### src/rtl/ula_neander_acc.sv
// ---------------------------------------------------------------------------
// ula_neander_acc
//   Registered Neander ULA. It holds the accumulator (AC) and the N/Z/C flags,
//   runs one operation per accepted start pulse and answers with a one-cycle
//   done pulse.
//
//   Optional feature: define ULA_MUL_EN to build the multi-cycle shift-add
//   multiplier (op=110). Without it, op=110 acts as NOP and busy stays 0.
//
// Parameters:
//   WIDTH   datapath width of AC and b (2 or more)
//
// Ports:
//   clk     system clock, rising edge
//   rst     synchronous, active-high reset
//   start   operation request; accepted only when not busy
//   op      operation code, sampled with start
//   b       second operand, sampled with start
//   acc     accumulator (operand A and result)
//   flag_n  negative flag (acc msb)
//   flag_z  zero flag (acc == 0)
//   flag_c  carry / borrow / multiply-overflow flag
//   busy    multiply in progress
//   done    one-cycle pulse: acc and flags hold the new result
// ---------------------------------------------------------------------------
module ula_neander_acc #(
    parameter int WIDTH = 8
) (
    input  logic             clk,
    input  logic             rst,
    input  logic             start,
    input  logic [2:0]       op,
    input  logic [WIDTH-1:0] b,
    output logic [WIDTH-1:0] acc,
    output logic             flag_n,
    output logic             flag_z,
    output logic             flag_c,
    output logic             busy,
    output logic             done
);

    typedef enum logic [2:0] {
        OP_ADD = 3'b000,
        OP_OR  = 3'b001,
        OP_AND = 3'b010,
        OP_NOT = 3'b011,
        OP_LDA = 3'b100,
        OP_SUB = 3'b101,
        OP_MUL = 3'b110,
        OP_NOP = 3'b111
    } op_e;

    op_e cur_op;
    assign cur_op = op_e'(op);

    // -----------------------------------------------------------------------
    // Single-cycle result path
    // -----------------------------------------------------------------------
    logic [WIDTH:0]   sum_ext;
    logic [WIDTH:0]   diff_ext;
    logic [WIDTH-1:0] res;
    logic             res_c;
    logic             upd_nz;
    logic             accept_single;

    always_comb begin
        sum_ext  = {1'b0, acc} + {1'b0, b};
        // The extra msb of the extended difference is the borrow (AC < b).
        diff_ext = {1'b0, acc} - {1'b0, b};
        res      = acc;
        res_c    = flag_c;
        upd_nz   = 1'b1;
        case (cur_op)
            OP_ADD: begin
                res   = sum_ext[WIDTH-1:0];
                res_c = sum_ext[WIDTH];
            end
            OP_OR:  res = acc | b;
            OP_AND: res = acc & b;
            OP_NOT: res = ~acc;
            OP_LDA: res = b;
            OP_SUB: begin
                res   = diff_ext[WIDTH-1:0];
                res_c = diff_ext[WIDTH];
            end
            // NOP, and MUL when the multiplier is not built (or handled by
            // the multi-cycle path below): nothing changes.
            default: upd_nz = 1'b0;
        endcase
    end

`ifdef ULA_MUL_EN
    // -----------------------------------------------------------------------
    // Shift-add multiplier
    // -----------------------------------------------------------------------
    typedef enum logic {
        IDLE = 1'b0,
        MUL  = 1'b1
    } state_e;

    localparam int CW = (WIDTH > 2) ? $clog2(WIDTH) : 1;

    state_e             state;
    logic [CW-1:0]      mul_cnt;
    logic [2*WIDTH-1:0] mcand;
    logic [WIDTH-1:0]   mplier;
    logic [2*WIDTH-1:0] prod;
    logic [2*WIDTH-1:0] prod_next;
    logic               mul_last;

    always_comb begin
        prod_next = mplier[0] ? (prod + mcand) : prod;
        mul_last  = (mul_cnt == CW'(WIDTH - 1));
    end

    assign accept_single = (state == IDLE) && start && (cur_op != OP_MUL);

    always_ff @(posedge clk) begin
        if (rst) begin
            state   <= IDLE;
            busy    <= 1'b0;
            mul_cnt <= '0;
            mcand   <= '0;
            mplier  <= '0;
            prod    <= '0;
        end else begin
            case (state)
                IDLE: begin
                    if (start && (cur_op == OP_MUL)) begin
                        mcand   <= {{WIDTH{1'b0}}, acc};
                        mplier  <= b;
                        prod    <= '0;
                        mul_cnt <= '0;
                        busy    <= 1'b1;
                        state   <= MUL;
                    end
                end
                MUL: begin
                    prod    <= prod_next;
                    mcand   <= mcand << 1;
                    mplier  <= mplier >> 1;
                    mul_cnt <= mul_cnt + 1'b1;
                    if (mul_last) begin
                        busy  <= 1'b0;
                        state <= IDLE;
                    end
                end
                default: state <= IDLE;
            endcase
        end
    end
`else
    assign accept_single = start;
    assign busy          = 1'b0;
`endif

    // -----------------------------------------------------------------------
    // Accumulator, flags and done
    // -----------------------------------------------------------------------
    always_ff @(posedge clk) begin
        if (rst) begin
            acc    <= '0;
            flag_n <= 1'b0;
            flag_z <= 1'b1;
            flag_c <= 1'b0;
            done   <= 1'b0;
        end else begin
            done <= 1'b0;
            if (accept_single) begin
                done   <= 1'b1;
                flag_c <= res_c;
                if (upd_nz) begin
                    acc    <= res;
                    flag_n <= res[WIDTH-1];
                    flag_z <= (res == '0);
                end
            end
`ifdef ULA_MUL_EN
            if ((state == MUL) && mul_last) begin
                done   <= 1'b1;
                acc    <= prod_next[WIDTH-1:0];
                flag_n <= prod_next[WIDTH-1];
                flag_z <= (prod_next[WIDTH-1:0] == '0);
                flag_c <= |prod_next[2*WIDTH-1:WIDTH];
            end
`endif
        end
    end

endmodule

### config.mk
export PLATFORM = sky130hd
export DESIGN_NAME = ula_neander_acc
export DESIGN_NICKNAME = d
export VERILOG_FILES = /design/src/rtl/ula_neander_acc.sv
export SDC_FILE = /design/constraint.sdc
export NUM_CORES = 1
export LEC_CHECK = 0
export ABC_AREA = 1
export BUFFER_PORTS_ARGS = -buffer_cell sky130_fd_sc_hd__buf_2
export CORE_ASPECT_RATIO = 1.1
export CORE_UTILIZATION = 41
export DETAILED_ROUTE_END_ITERATION = 10
export GPL_ROUTABILITY_DRIVEN = 0
export PLACE_DENSITY = 0.72
export SLEW_MARGIN = 10
export SYNTH_ARGS = -nofsm -noshare
export SYNTH_HDL_FRONTEND = slang
export SYNTH_SLANG_ARGS = --single-unit
### constraint.sdc
create_clock -name clk -period 1.78 [get_ports clk]
set_input_delay 0.089 -clock clk [delete_from_list [all_inputs] [get_ports clk]]
set_output_delay 0.089 -clock clk [all_outputs]
set_load 0.02 [all_outputs]
Word-level counts from Yosys, hierarchy flattened

Index checks and enable logic that the tools add are counted.

Logic and storage cells: 25
Output and inout port bits: 13
Register bits: 12
Input bits: 14

Eq/ne operators: 5
$add $sub $neg: 2
Muxes and demuxes: 4
Reduce and logical (&&, ||, !) cells: 6
Bitwise logic cells: 3

Operator list:

| cell               | number |
|---|---|
| $pmux 8 s6         | 1 |
| $add 8x8->9        | 1 |
| $sub 8x8->9        | 1 |
| $and 8x8->8        | 1 |
| $logic_not 8->1    | 1 |
| $not 8->8          | 1 |
| $or 8x8->8         | 1 |
| $eq 3x2->1 const B | 2 |
| $eq 3x3->1 const B | 2 |
| $reduce_or 6->1    | 1 |
| $reduce_and 2->1   | 2 |
| $eq 3x1->1 const B | 1 |
| $logic_not 3->1    | 1 |
| $mux 1             | 2 |
| $pmux 1 s2         | 1 |
| $reduce_bool 2->1  | 1 |

Logic depth before layout (Yosys ltp)

Depth after elaboration: 4
Mapped depth: 16
Gate-level depth less buffers: 16

Worst setup path before layout

Ideal clock, no wire load.

Kind: flip-flop to flip-flop
Start: register acc[0]
End: register flag_c
Slack: -0.239 ns
Arrival time: 1.903 ns
Path buffers: 0
Cell stages (with the launch flop): 14
Library setup time: 0.115 ns
Clock period less this slack: 2.019 ns
Cell sequence: dfxtp_1 -> inv_1 -> ha_1 -> fa_1 -> inv_1 -> nand2_1 -> nand2_1 -> nand3_1 -> nand2_1 -> a21oi_1 -> o21ai_0 -> nand2_1 -> o21ai_0 -> inv_1

Cells in the longest elaborated chain, start to end: 2
Elaborated cells between the ends (all ways): 3
Those cells by class: add/sub: 2; mux: 1

RTL lines:

| element                                    | RTL line | RTL |
|---|---|---|
| from (decl)                                | 34       | `output logic [WIDTH-1:0] acc,` |
| from (signal assigned)                     | 173      | `acc <= res;` |
| $sub 8x8->9 or $add 8x8->9 (tied branches) | 69, 67   |  |
| $pmux 1 s2 (*)                             | 73       | `case (cur_op)` |
| to (signal assigned)                       | 171      | `flag_c <= res_c;` |
| to (decl)                                  | 37       | `output logic flag_c,` |

Every way passes the cells marked *; elsewhere a longest branch is shown, timed or not.
A chain may end at the register's enable or synchronous reset.

Final worst setup path

Start: register acc[0]
End: register flag_z

Cells in the longest elaborated chain, start to end: 3
Elaborated cells between the ends (all ways): 7
Those cells by class: add/sub: 2; mux: 1; bitwise: 3; reduce/logical: 1

RTL lines:

| element                             | RTL line | RTL |
|---|---|---|
| $sub 8x8->9 (tied with other cells) | 69       | `diff_ext = {1'b0, acc} - {1'b0, b};` |
| $pmux 8 s6 (*)                      | 73       |  |
| $logic_not 8->1 (*)                 | 175      | `flag_z <= (res == '0);` |
| to (signal assigned)                | 175      |  |
| to (decl)                           | 36       | `output logic flag_z,` |

Marked as above.

==> out/results.tsv <==
stage	metric	value	unit
synth	Synth Cell Area	1743	µm²
layout	Synth-to-Final Area Change	31.16	%
route	vias per cell	5.238	
sta	skew final	0.006408	ns
global_route	largest net degree at the start of global routing	11	
status	status	complete, but fails checks	
route	drt drc	0	
clock_network	Clock Latency Late Sink	0.24	ns
layout	Final Util	56.81	%
synth	EDFF count, synth	0	
sta	RSZ-0062 raised after global routing	true	
synth	dominant cell type by area after synthesis	ha_1	
layout	Ant. Diodes	0	
job	max_cap viols	0	
layout	filler cell count in the final layout	391	
global_route	first-pass GRT wire length	8.169	mm
floorplanning	Die Area	4516	µm²
clock_network	Clock transition at path regs	0.05	ns
layout	layout cell share with drive strength beyond 1	31.41	%
placed_design	Placed Cells	391	
synth	top-count cell post-synth	nand2_1	
synth	top cells by area, synth	ha_1 (17%), nand2_1 (17%), dfxtp_1 (13%)	
clock_network	clk buf depth	2	
placed_design	input/output buffers	25	
pwr	Leakage	1.260	nW
floorplanning	# rows	24	
sta	minimum clock period	1.904	ns
synth	Syn Inst Count	304	
layout	nets	388	
floorplanning	Die X	64.17	µm
synth	Synth warnings	0	
clock_network	total CTS buffers	3	
synth	Seq cells post-synth	11	
pwr	ratio of total power to cell area	521.6	nW/µm²
sta	Final Max Tran Viols	0	
route	1st-iter DRT viols	127	
worst_setup_path	nature of the critical path endpoint	flop	
sta	setup tns final	-0.2080	ns
route	Pre-Repair DR Iteration Count	4	
synth	Synth cell types	28	
worst_setup_path	WP data required	1.96	ns
floorplanning	Initial Util	43.31	%
hold_path	Hold Crit Class	primary input to flop	
sta	crit share post-route	107.0	%
pwr	Peak VDD IR	0.0004158	V
synth	syn nets	344	
sta	Peak Freq	525.1	MHz
route	routed len/inst	13.40	µm
clock_network	CTS tree	yes	
layout	post-route insts no fill	399	
worst_setup_path	kind of critical path	flop to flop	
sta	PnR worst setup slack	-0.1243	ns
floorplanning	io pins	27	
clock_network	CTS H-Tree Depth	1	
route	Post-Route WL	5.347	mm
placed_design	pre-CTS setup slack	-0.1027	ns
synth	Avg Inst Size Synth	5.733	µm²
floorplanning	die height	70.38	µm
synth	post-synth top area share	17.23	%
clock_network	Post-CTS Hold Fix Bufs	0	
global_route	initial antenna violation count	0	
worst_setup_path	worst-path maximum fanout	3	
status	failing checks	negative setup slack	
clock_network	Sinks on Clock Net	11	
floorplanning	CORE AREA	4024	µm²
synth	sequential fraction of the synthesis area	12.63	%
route	antenna-violating nets left	0	
synth	most instantiated cells after synthesis	nand2_1 (78), inv_1 (54), nand3_1 (40)	
synth	post-synthesis async set-or-reset flop share	0	%
worst_setup_path	worst path arrival time	2.08	ns
global_route	grt total ovfl	0	
sta	Setup violations, final	4	
clock_network	Root Driver	clkbuf_8	
worst_setup_path	Startpoint Class	flop	
placed_design	HPWL after detailed placement	3.993	mm
sta	Fin. Hold Viols	0	
synth	Synth Flop Type	dfxtp_1	
route	Via Count	2090	
global_route	GRT Overall Usage	23.23	%
global_route	vias in the first global route	1790	
[layer usage]
layer / part of all wire (%) / GRT usage, % / routed length, µm
met5: 0 / 0 / 0
met4: 2.0 / 7.901 / 106
met3: 3.9 / 3.268 / 210
met2: 49 / 39.01 / 2637
met1: 45 / 30.08 / 2393
[placed cells by master (no fill, tap or decap), types with 8 or more instances in the layout]
master	n
buf_2	25
inv_1	50
nand2_2	12
ha_1	17
nand3_1	35
nor2_1	32
nand2_1	67
o21ai_0	8
a21oi_2	8
buf_4	21
[metrics by stage]
stage / power (W) / instance area (µm²) / hold WS (ns)
6_report: 0.001192 / 2286 / 0.1251
5_1_grt: 0.001283 / 2286 / 0.1315
4_1_cts: 0.001101 / 2112 / 0.1248
3_5_place_dp: 0.0008355 / 2028 / 0.3672
3_3_place_gp: 0.0008302 / 2028 / 0.3676
2_1_floorplan: 0.0006561 / 1759 / 0.2442
[cell families (layout without fill, tap and decap cells)]
family | Yosys count | in the layout | synth area share (%)
AND/OR/NAND/NOR | 167 | 167 | 41.35
buffers and inverters | 67 | 110 | 16.08
AO/OA/AOI/OAI | 31 | 31 | 9.691
adder cells (fa/ha/maj) | 26 | 26 | 19.53
flip-flops | 11 | 11 | 12.63
other | 1 | 1 | 0.2152
XOR/XNOR | 1 | 1 | 0.5026
[where the power goes]
| part | switching, W | total, W | leakage, nW | internal (W) |
|---|---|---|---|---|
| Sequential | 0.0000145 | 0.000282 | 0.0940 | 0.000268 |
| Combinational | 0.000398 | 0.000659 | 1.14 | 0.000260 |
| Clock | 0.0000941 | 0.000251 | 0.0228 | 0.000157 |
| Total | 0.000507 | 0.00119 | 1.26 | 0.000685 |
[repair_timing]
action,4_1_cts,5_1_grt
endpoints found under the setup margin,6,9
gates resized for setup,5,45
pin swaps,0,11
buffers inserted,2,2
[sequential cells by signal, indices dropped and copies added, names as in the netlist]
name / cells
flag_z: 1
done: 1
flag_c: 1
acc: 8
[worst max-delay path, cell delays in order (launching register included)]
cell and delay, ns:
dfxtp_4 0.35, ha_2 0.19, fa_2 0.38, xor2_1 0.17, nand2_1 0.09, nand3_2 0.08, nor2_2 0.14, nand2_1 0.08
nor2_2 0.11, nand3_2 0.08, nor2_2 0.08, nand2_1 0.05, nand2_1 0.05
[path summary, 6_finish.rpt]
kind,cells past startpoint,slack (ns),start,end
hold reg to reg,2,0.48,flag_z$_SDFFE_PP1P_,flag_z$_SDFFE_PP1P_
hold / removal,2,0.13,rst,acc[6]$_SDFFE_PP0P_
setup reg to reg,12,-0.12,acc[0]$_SDFFE_PP0P_,flag_z$_SDFFE_PP1P_
setup / recovery,12,-0.12,acc[0]$_SDFFE_PP0P_,flag_z$_SDFFE_PP1P_
[cell type report]
class	count	area, µm²	share of cell area [%]
Multi-Input combinational cell	226	1421	62.18
Timing Repair Buffer	47	294.0	12.86
Sequential cell	11	234.0	10.24
Inverter	59	226.5	9.907
Tap cell	52	65.06	2.846
Clock buffer	4	45.04	1.970
Note: power is estimated with default switching activity, not from simulation.
